==> src/rtl/uart_tx_arbiter.sv <==
// Round-robin scheduler sharing one uart_tx serializer among NUM_REQ byte producers.
// Define UART_ARB_LOCK_EN to keep the grant on one requester until its req_last byte.
module uart_tx_arbiter #(
  parameter int unsigned NUM_REQ = 4,
  parameter int unsigned ID_W    = (NUM_REQ > 1) ? $clog2(NUM_REQ) : 1
) (
  input  logic                   clk,
  input  logic                   rst_n,
  input  logic [NUM_REQ-1:0]     req_valid,
  input  logic [NUM_REQ*8-1:0]   req_data,
  input  logic [NUM_REQ-1:0]     req_last,
  output logic [NUM_REQ-1:0]     req_ready,
  output logic                   tx_start,
  output logic [7:0]             tx_data,
  input  logic                   tx_busy,
  input  logic                   tx_done,
  output logic [ID_W-1:0]        grant_id,
  output logic                   active
);

  localparam int unsigned DATA_W = 8;

  typedef enum logic [1:0] {
    S_IDLE      = 2'd0,
    S_LAUNCH    = 2'd1,
    S_WAIT_BUSY = 2'd2,
    S_WAIT_DONE = 2'd3
  } state_e;

  state_e              state_q, state_d;
  logic [ID_W-1:0]     ptr_q, ptr_d;
  logic [ID_W-1:0]     grant_q, grant_d;
  logic [ID_W-1:0]     sel_id;
  logic [ID_W-1:0]     next_ptr;
  logic [DATA_W-1:0]   tx_data_q, tx_data_d;
  logic [DATA_W-1:0]   sel_data;
  logic                tx_start_q, tx_start_d;
  logic                active_q, active_d;
  logic [NUM_REQ-1:0]  cand;
  logic [NUM_REQ-1:0]  sel_oh;
  logic                found;
  logic                accept;
  logic                locked;
  int unsigned         best_dist;

`ifdef UART_ARB_LOCK_EN
  logic lock_q, lock_d;
  logic sel_last;

  assign locked   = lock_q;
  assign sel_last = |(req_last & sel_oh);
`else
  logic unused_last;

  assign locked      = 1'b0;
  assign unused_last = ^req_last;
`endif

  // Rotating priority: the valid requester closest to ptr (modulo NUM_REQ) wins.
  always_comb begin
    cand      = '0;
    best_dist = NUM_REQ;
    sel_id    = '0;
    found     = 1'b0;
    for (int unsigned j = 0; j < NUM_REQ; j++) begin
      cand[j] = req_valid[j] && (!locked || (grant_q == ID_W'(j)));
    end
    for (int unsigned j = 0; j < NUM_REQ; j++) begin
      if (cand[j] && (((j + NUM_REQ - 32'(ptr_q)) % NUM_REQ) < best_dist)) begin
        best_dist = (j + NUM_REQ - 32'(ptr_q)) % NUM_REQ;
        sel_id    = ID_W'(j);
        found     = 1'b1;
      end
    end
  end

  always_comb begin
    sel_oh   = '0;
    sel_data = '0;
    for (int unsigned j = 0; j < NUM_REQ; j++) begin
      if (sel_id == ID_W'(j)) begin
        sel_oh[j] = found;
        sel_data  = req_data[DATA_W*j +: DATA_W];
      end
    end
  end

  assign accept    = found && rst_n && (state_q == S_IDLE);
  assign req_ready = accept ? sel_oh : '0;
  assign next_ptr  = ID_W'((32'(grant_q) + 32'd1) % NUM_REQ);

  // Next-state and registered-output logic.
  always_comb begin
    state_d    = state_q;
    ptr_d      = ptr_q;
    grant_d    = grant_q;
    tx_data_d  = tx_data_q;
    tx_start_d = 1'b0;
    active_d   = active_q;
`ifdef UART_ARB_LOCK_EN
    lock_d     = lock_q;
`endif
    case (state_q)
      S_IDLE: begin
        if (accept) begin
          state_d    = S_LAUNCH;
          tx_start_d = 1'b1;
          tx_data_d  = sel_data;
          grant_d    = sel_id;
          active_d   = 1'b1;
`ifdef UART_ARB_LOCK_EN
          lock_d     = ~sel_last;
`endif
        end
      end
      S_LAUNCH: begin
        state_d = S_WAIT_BUSY;
      end
      // A leftover tx_done from the previous frame must not end this one.
      S_WAIT_BUSY: begin
        if (tx_busy) begin
          state_d = S_WAIT_DONE;
        end
      end
      S_WAIT_DONE: begin
        if (tx_done) begin
          state_d  = S_IDLE;
          active_d = 1'b0;
          if (!locked) begin
            ptr_d = next_ptr;
          end
        end
      end
      default: begin
        state_d = S_IDLE;
      end
    endcase
  end

  always_ff @(posedge clk) begin
    if (!rst_n) begin
      state_q    <= S_IDLE;
      ptr_q      <= '0;
      grant_q    <= '0;
      tx_data_q  <= '0;
      tx_start_q <= 1'b0;
      active_q   <= 1'b0;
`ifdef UART_ARB_LOCK_EN
      lock_q     <= 1'b0;
`endif
    end else begin
      state_q    <= state_d;
      ptr_q      <= ptr_d;
      grant_q    <= grant_d;
      tx_data_q  <= tx_data_d;
      tx_start_q <= tx_start_d;
      active_q   <= active_d;
`ifdef UART_ARB_LOCK_EN
      lock_q     <= lock_d;
`endif
    end
  end

  assign tx_start = tx_start_q;
  assign tx_data  = tx_data_q;
  assign grant_id = grant_q;
  assign active   = active_q;

endmodule
==> config.mk <==
export PLATFORM = sky130hd
export DESIGN_NAME = uart_tx_arbiter
export DESIGN_NICKNAME = d
export VERILOG_FILES = /design/src/rtl/uart_tx_arbiter.sv
export SDC_FILE = /design/constraint.sdc
export NUM_CORES = 1
export LEC_CHECK = 0
export CORE_MARGIN = 2
export CORE_UTILIZATION = 25
export CTS_CLUSTER_DIAMETER = 120
export DETAILED_ROUTE_END_ITERATION = 6
export SLEW_MARGIN = 5
export SYNTH_ARGS = -nofsm -noshare
export SYNTH_HDL_FRONTEND = slang
export SYNTH_SLANG_ARGS = --single-unit
export TNS_END_PERCENT = 20
==> constraint.sdc <==
create_clock -name clk -period 4.6 [get_ports clk]
set_input_delay 0.69 -clock clk [delete_from_list [all_inputs] [get_ports clk]]
set_output_delay 0.69 -clock clk [all_outputs]
set_load 0.05 [all_outputs]
# Word level (Yosys, flattened, before mapping)
# Index checks and enable logic that the tools add are counted.
[word_totals]
register_bits = 16
inputBits = 44
out_inout_bits = 16
wordCells = 65
[classes]
n_addsub = 5
n_lt_le_gt_ge = 4
eq_ne = 9
n_mux = 27
n_reduce_logical = 14
[ops]
columns = ["operator", "n"]
rows = [
  ["two-way mux 8 bit", 4],
  ["two-way mux 1 bit", 12],
  ["two-way mux 2 bit", 5],
  ["< comparator 2 x 3 -> 1 bit", 3],
  ["two-way mux 3 bit", 3],
  ["== test 2 bit, second input constant", 4],
  ["case mux 2 bit (4 select lines)", 1],
  ["logical AND 1 bit", 6],
  ["!= test 2 bit, second input constant", 3],
  ["AND reduction 2 bit", 3],
  ["AND reduction 3 bit", 2],
  ["== test 2 x 1 -> 1 bit, second input constant", 2],
  ["logical NOT 2 bit", 2],
  ["two-way mux 4 bit", 1],
  ["subtractor 1 x 2 -> 2 bit, first input constant", 2],
  ["subtractor 2 bit, first input constant", 2],
  ["< comparator 2 x 3 -> 1 bit, second input constant", 1],
  ["adder 2 x 1 -> 2 bit, second input constant", 1],
  ["case mux 1 bit (2 select lines)", 1],
  ["nonzero test 2 bit", 1],
]

# Depth between registers and ports, before layout
[depth]
word_depth = 18
depth_mapped = 16
depth_no_buf = 14

# Least setup slack after synthesis
# OpenSTA, ideal clock, no wires.
[synth_path]
kind = "in2out"
from = "input req_valid[0]"
to = "output req_ready[0]"
arrival_time_ns = 4.247
t_required_ns = 3.910
setup_slack_ns = -0.337
path_stages = 12
n_path_buf = 1
path_cell_list = "buf_2 > inv_1 > o32a_1 > ha_1 > nor3_1 > o21ai_2 > nand2_1 > o21ai_0 > ha_1 > nor2b_1 > o2bb2ai_1 > nor4_1"
[synth_between]
elab_chain_len = 14
word_cells_on_any_way = 22
cone_classes = "order compare (3); mux (12); reduce/logical (7)"
[synth_lines]
columns = ["item", "line_no", "source"]
rows = [
  ["start, declared", "9", "input logic [NUM_REQ-1:0] req_valid,"],
  ["logical AND 1 bit *", "69", "if (cand[j] && (((j + NUM_REQ - 32'(ptr_q)) % NUM_REQ) < best_dist)) begin"],
  ["two-way mux 3 bit", "69", ""],
  ["< comparator 2 x 3 -> 1 bit", "69", ""],
  ["logical AND 1 bit", "69", ""],
  ["two-way mux 3 bit", "69", ""],
  ["< comparator 2 x 3 -> 1 bit", "69", ""],
  ["logical AND 1 bit", "69", ""],
  ["two-way mux 3 bit", "69", ""],
  ["< comparator 2 x 3 -> 1 bit", "69", ""],
  ["logical AND 1 bit", "69", ""],
  ["two-way mux 2 bit or two-way mux 1 bit (tied branches)", "69", ""],
  ["logical NOT 2 bit or logical AND 1 bit (tied branches)", "81, 88", ""],
  ["two-way mux 1 bit or logical AND 1 bit (tied branches)", "81, 88", ""],
  ["two-way mux 4 bit *", "89", "assign req_ready = accept ? sel_oh : '0;"],
  ["end, declared", "12", "output logic [NUM_REQ-1:0] req_ready,"],
]
# Mark *: on every way between the ends. The rest lies on a longest branch, timed or not.

# Worst setup path in the final report
# Ends and elaborated chain as after synthesis.

==> reports/qor.yml <==
outcome:
  status: "completed"
cts:
  cts_tree: "built"
  clk_latency_ps: 250
  ctsRootBufferMaster: "clkbuf_8"
  clk_pin_slew_ps: 70
  postCtsResizedCells: 0
  clk_path_buf_depth: 2
  cts_sinks: 16
  cts_setup_buffers: 0
  htree_levels: 1
  cts_buffers: 3
  holdBufCountCts: 0
floorplan:
  core_area_sq_mm: 0.00435
  die_height_um: 71.1
  rows: 24
  chipWidth_um: 71.1
  start_util: 0.259
  ios: 60
  die_area_sq_mm: 0.00506
worst_setup_path:
  r2r_slack_ps: 1330
  critical_path.cell_chain: "clkdlybuf4s50_1 > inv_1 > o32a_1 > ha_1 > o22ai_2 > o21ai_2 > nand2_1 > o21ai_0 > ha_1 > nor2b_1 > o2bb2ai_2 > buf_4 > nor4_4 > buf_12"
  max_stage_delay_ps: 500
  critPathTopFamily: "buffers and inverters"
  worst-setup-path-type: "input pin to output pin"
  cp_data_required_time_ps: 3910
  startpoint_type: "input pin"
  rr_worst_depth: 14
  cp-end-kind: "output pin"
  cp.buffers_inverters: 4
  crit_fanout: 3
  critPathSlowestCell: "clkdlybuf4s50_1"
  timing.rr.start: "ptr_q[0]"
  critPathArrivalTime_ps: 3620
  timing.rr.end: "tx_data[4]"
  cpMostUsedCell: "ha_1"
synthesis:
  yosysWarnings: 0
  syn_avg_cell_area_sq_um: 8.16
  synth_ff_type: "dfxtp_1"
  synthCells: 138
  synth_cell_types: 41
  syn_area_sq_mm: 0.00113
  synth_top_area_share: 0.284
  yosys.area.top_type: "dfxtp_1"
  ys_seq_elements: 16
  ys_async_sr_fraction: 0
  synthMostInstantiatedCell: "a21oi_1"
  synth_nets: 188
  synth_area_leaders: "dfxtp_1 28%, a21oi_1 8.9%, ha_1 6.7%"
  synth_edf_count: 0
  synth_common_cells: "20 x a21oi_1, 16 x dfxtp_1, 11 x nor2_1, 8 x inv_1, 7 x nand2_1"
  yosysSeqAreaShare: 0.284
power:
  p_per_area_mw_per_mm2: 493
  leakage_nw: 0.734
  irDropWorstVdd_uv: 304
global_routing:
  grtUsageTotal: 0.142
  first_global_vias: 1283
  grt_max_degree: 14
  antenna_found_initial: 0
  grt_pass1_wl_mm: 5.80
  grt_overflow_total: 0
cells_and_area:
  fin_util: 0.429
  fillers: 438
  area_growth_pct: 65.8
  multi_input_area_sq_um: 747
  fin_nets: 248
  seq_area_sq_um: 320
  insertedDiodeCount: 0
  fin_area_sq_mm: 0.00187
  drive_above_1_share: 0.142
timing:
  period_needed_ps: 4310
  rsz0062_at_grt: "no"
  finalMaxSlewViolations: 0
  slew_headroom: 0.652
  fin_crit_sh: 0.938
  tightest_slew_ps: 521
  finalHoldViolations: 0
  setup_viol: 0
  hold_slack_ps: 482
  setup_tns_ps: 0
  fin_worst_skew_ps: 1.52
  clock.fmax_mhz: 232
worst_hold_path:
  hold_path_depth: 2
  hold_end: "active"
  min_from: "active"
  hold_class: "flop to flop"
placed_design:
  gp_congestion: 0.792
  placed_area_sq_mm: 0.00179
  numPortBuffers: 55
  hpwlAfterDp_mm: 2.59
routing:
  vias_per_cell: 4.97
  wl_per_cell_um: 13.3
  ant_nets: 0
  num_vias: 1237
  drt_iter0_markers: 45
  drtPass1Iterations: 4
  drc: 0
  wl_mm: 3.31
run:
  maxCapViolCount: 0
## stage by stage
| step | power [W] | worst slack [ps] | instances |
|---|---|---|---|
| final | 0.000919 | 286 | 249 |
| after detailed placement | 0.000789 | 190 | 245 |
| after global routing | 0.000988 | 1.34 | 249 |
| after CTS | 0.000918 | 163 | 249 |
| after global placement | 0.000786 | 209 | 245 |
| after floorplan | 0.000596 | -183 | 138 |
## cells in the final DEF (no fill, tap or decap), drive strengths merged, types with 7 or more instances in the layout
| master | netlist | layout |
|---|---|---|
| buf | 7 | 13 |
| inv | 9 | 9 |
| a21oi | 22 | 22 |
| dfxtp | 16 | 16 |
| nand2 | 7 | 7 |
| nor3 | 7 | 7 |
| nor2 | 11 | 11 |
| clkdlybuf4s50 | 0 | 51 |
## worst register-to-register path, delay by kind of cell, from the launching register on
kind / cells / cell delay [ps]
simple gates: 2 / 210
flops: 1 / 570
compound gates: 8 / 1580
fa+ha+maj: 2 / 600
buf+inv: 2 / 200
## final cells by class
class / instances / area share
Inverter: 9 / 0.0181
Multi-Input combinational cell: 104 / 0.400
Sequential cell: 16 / 0.172
Clock buffer: 4 / 0.0295
Tap cell: 52 / 0.0349
Timing Repair Buffer: 64 / 0.346
## layer usage
| layer | track usage | routed length [um] |
|---|---|---|
| met5 | 0 | 0 |
| met4 | 0.0524 | 53 |
| met3 | 0.0513 | 278 |
| met2 | 0.222 | 1450 |
| met1 | 0.181 | 1530 |
## power by group
group	total, W	internal [W]	switching [W]
Combinational	0.000563	0.000220	0.000343
Sequential	0.000229	0.000193	0.0000362
Clock	0.000127	0.0000760	0.0000511
## registers in the layout, summed over array words and instances, names as in the netlist
| signal | flops |
|---|---|
| ptr_q | 2 |
| grant_id | 2 |
| tx_data | 8 |
| tx_start | 1 |
| active | 1 |
| state_q | 2 |
## kinds of logic after synthesis
logic type | Yosys count | share of synthesized area
AO/OA/AOI/OAI | 52 | 0.317
flip-flops | 16 | 0.284
adder cells (fa/ha/maj) | 6 | 0.0667
buffers and inverters | 18 | 0.0811
multiplexers | 6 | 0.0533
XOR/XNOR | 2 | 0.0156
AND/OR/NAND/NOR | 38 | 0.182
## worst max-delay path by stage
stage                 start            to  slack [ps]  depth (start not counted)
3_5_place_dp   req_valid[0]  req_ready[0]         190                         14
3_3_place_gp   req_valid[0]  req_ready[0]         210                         14
2_1_floorplan  req_valid[0]  req_ready[1]        -180                         14
5_1_grt        req_valid[0]  req_ready[1]           1                         14
6_report       req_valid[0]  req_ready[0]         290                         14
4_1_cts        req_valid[0]  req_ready[0]         160                         14
Power figures use the tool's default switching activity.
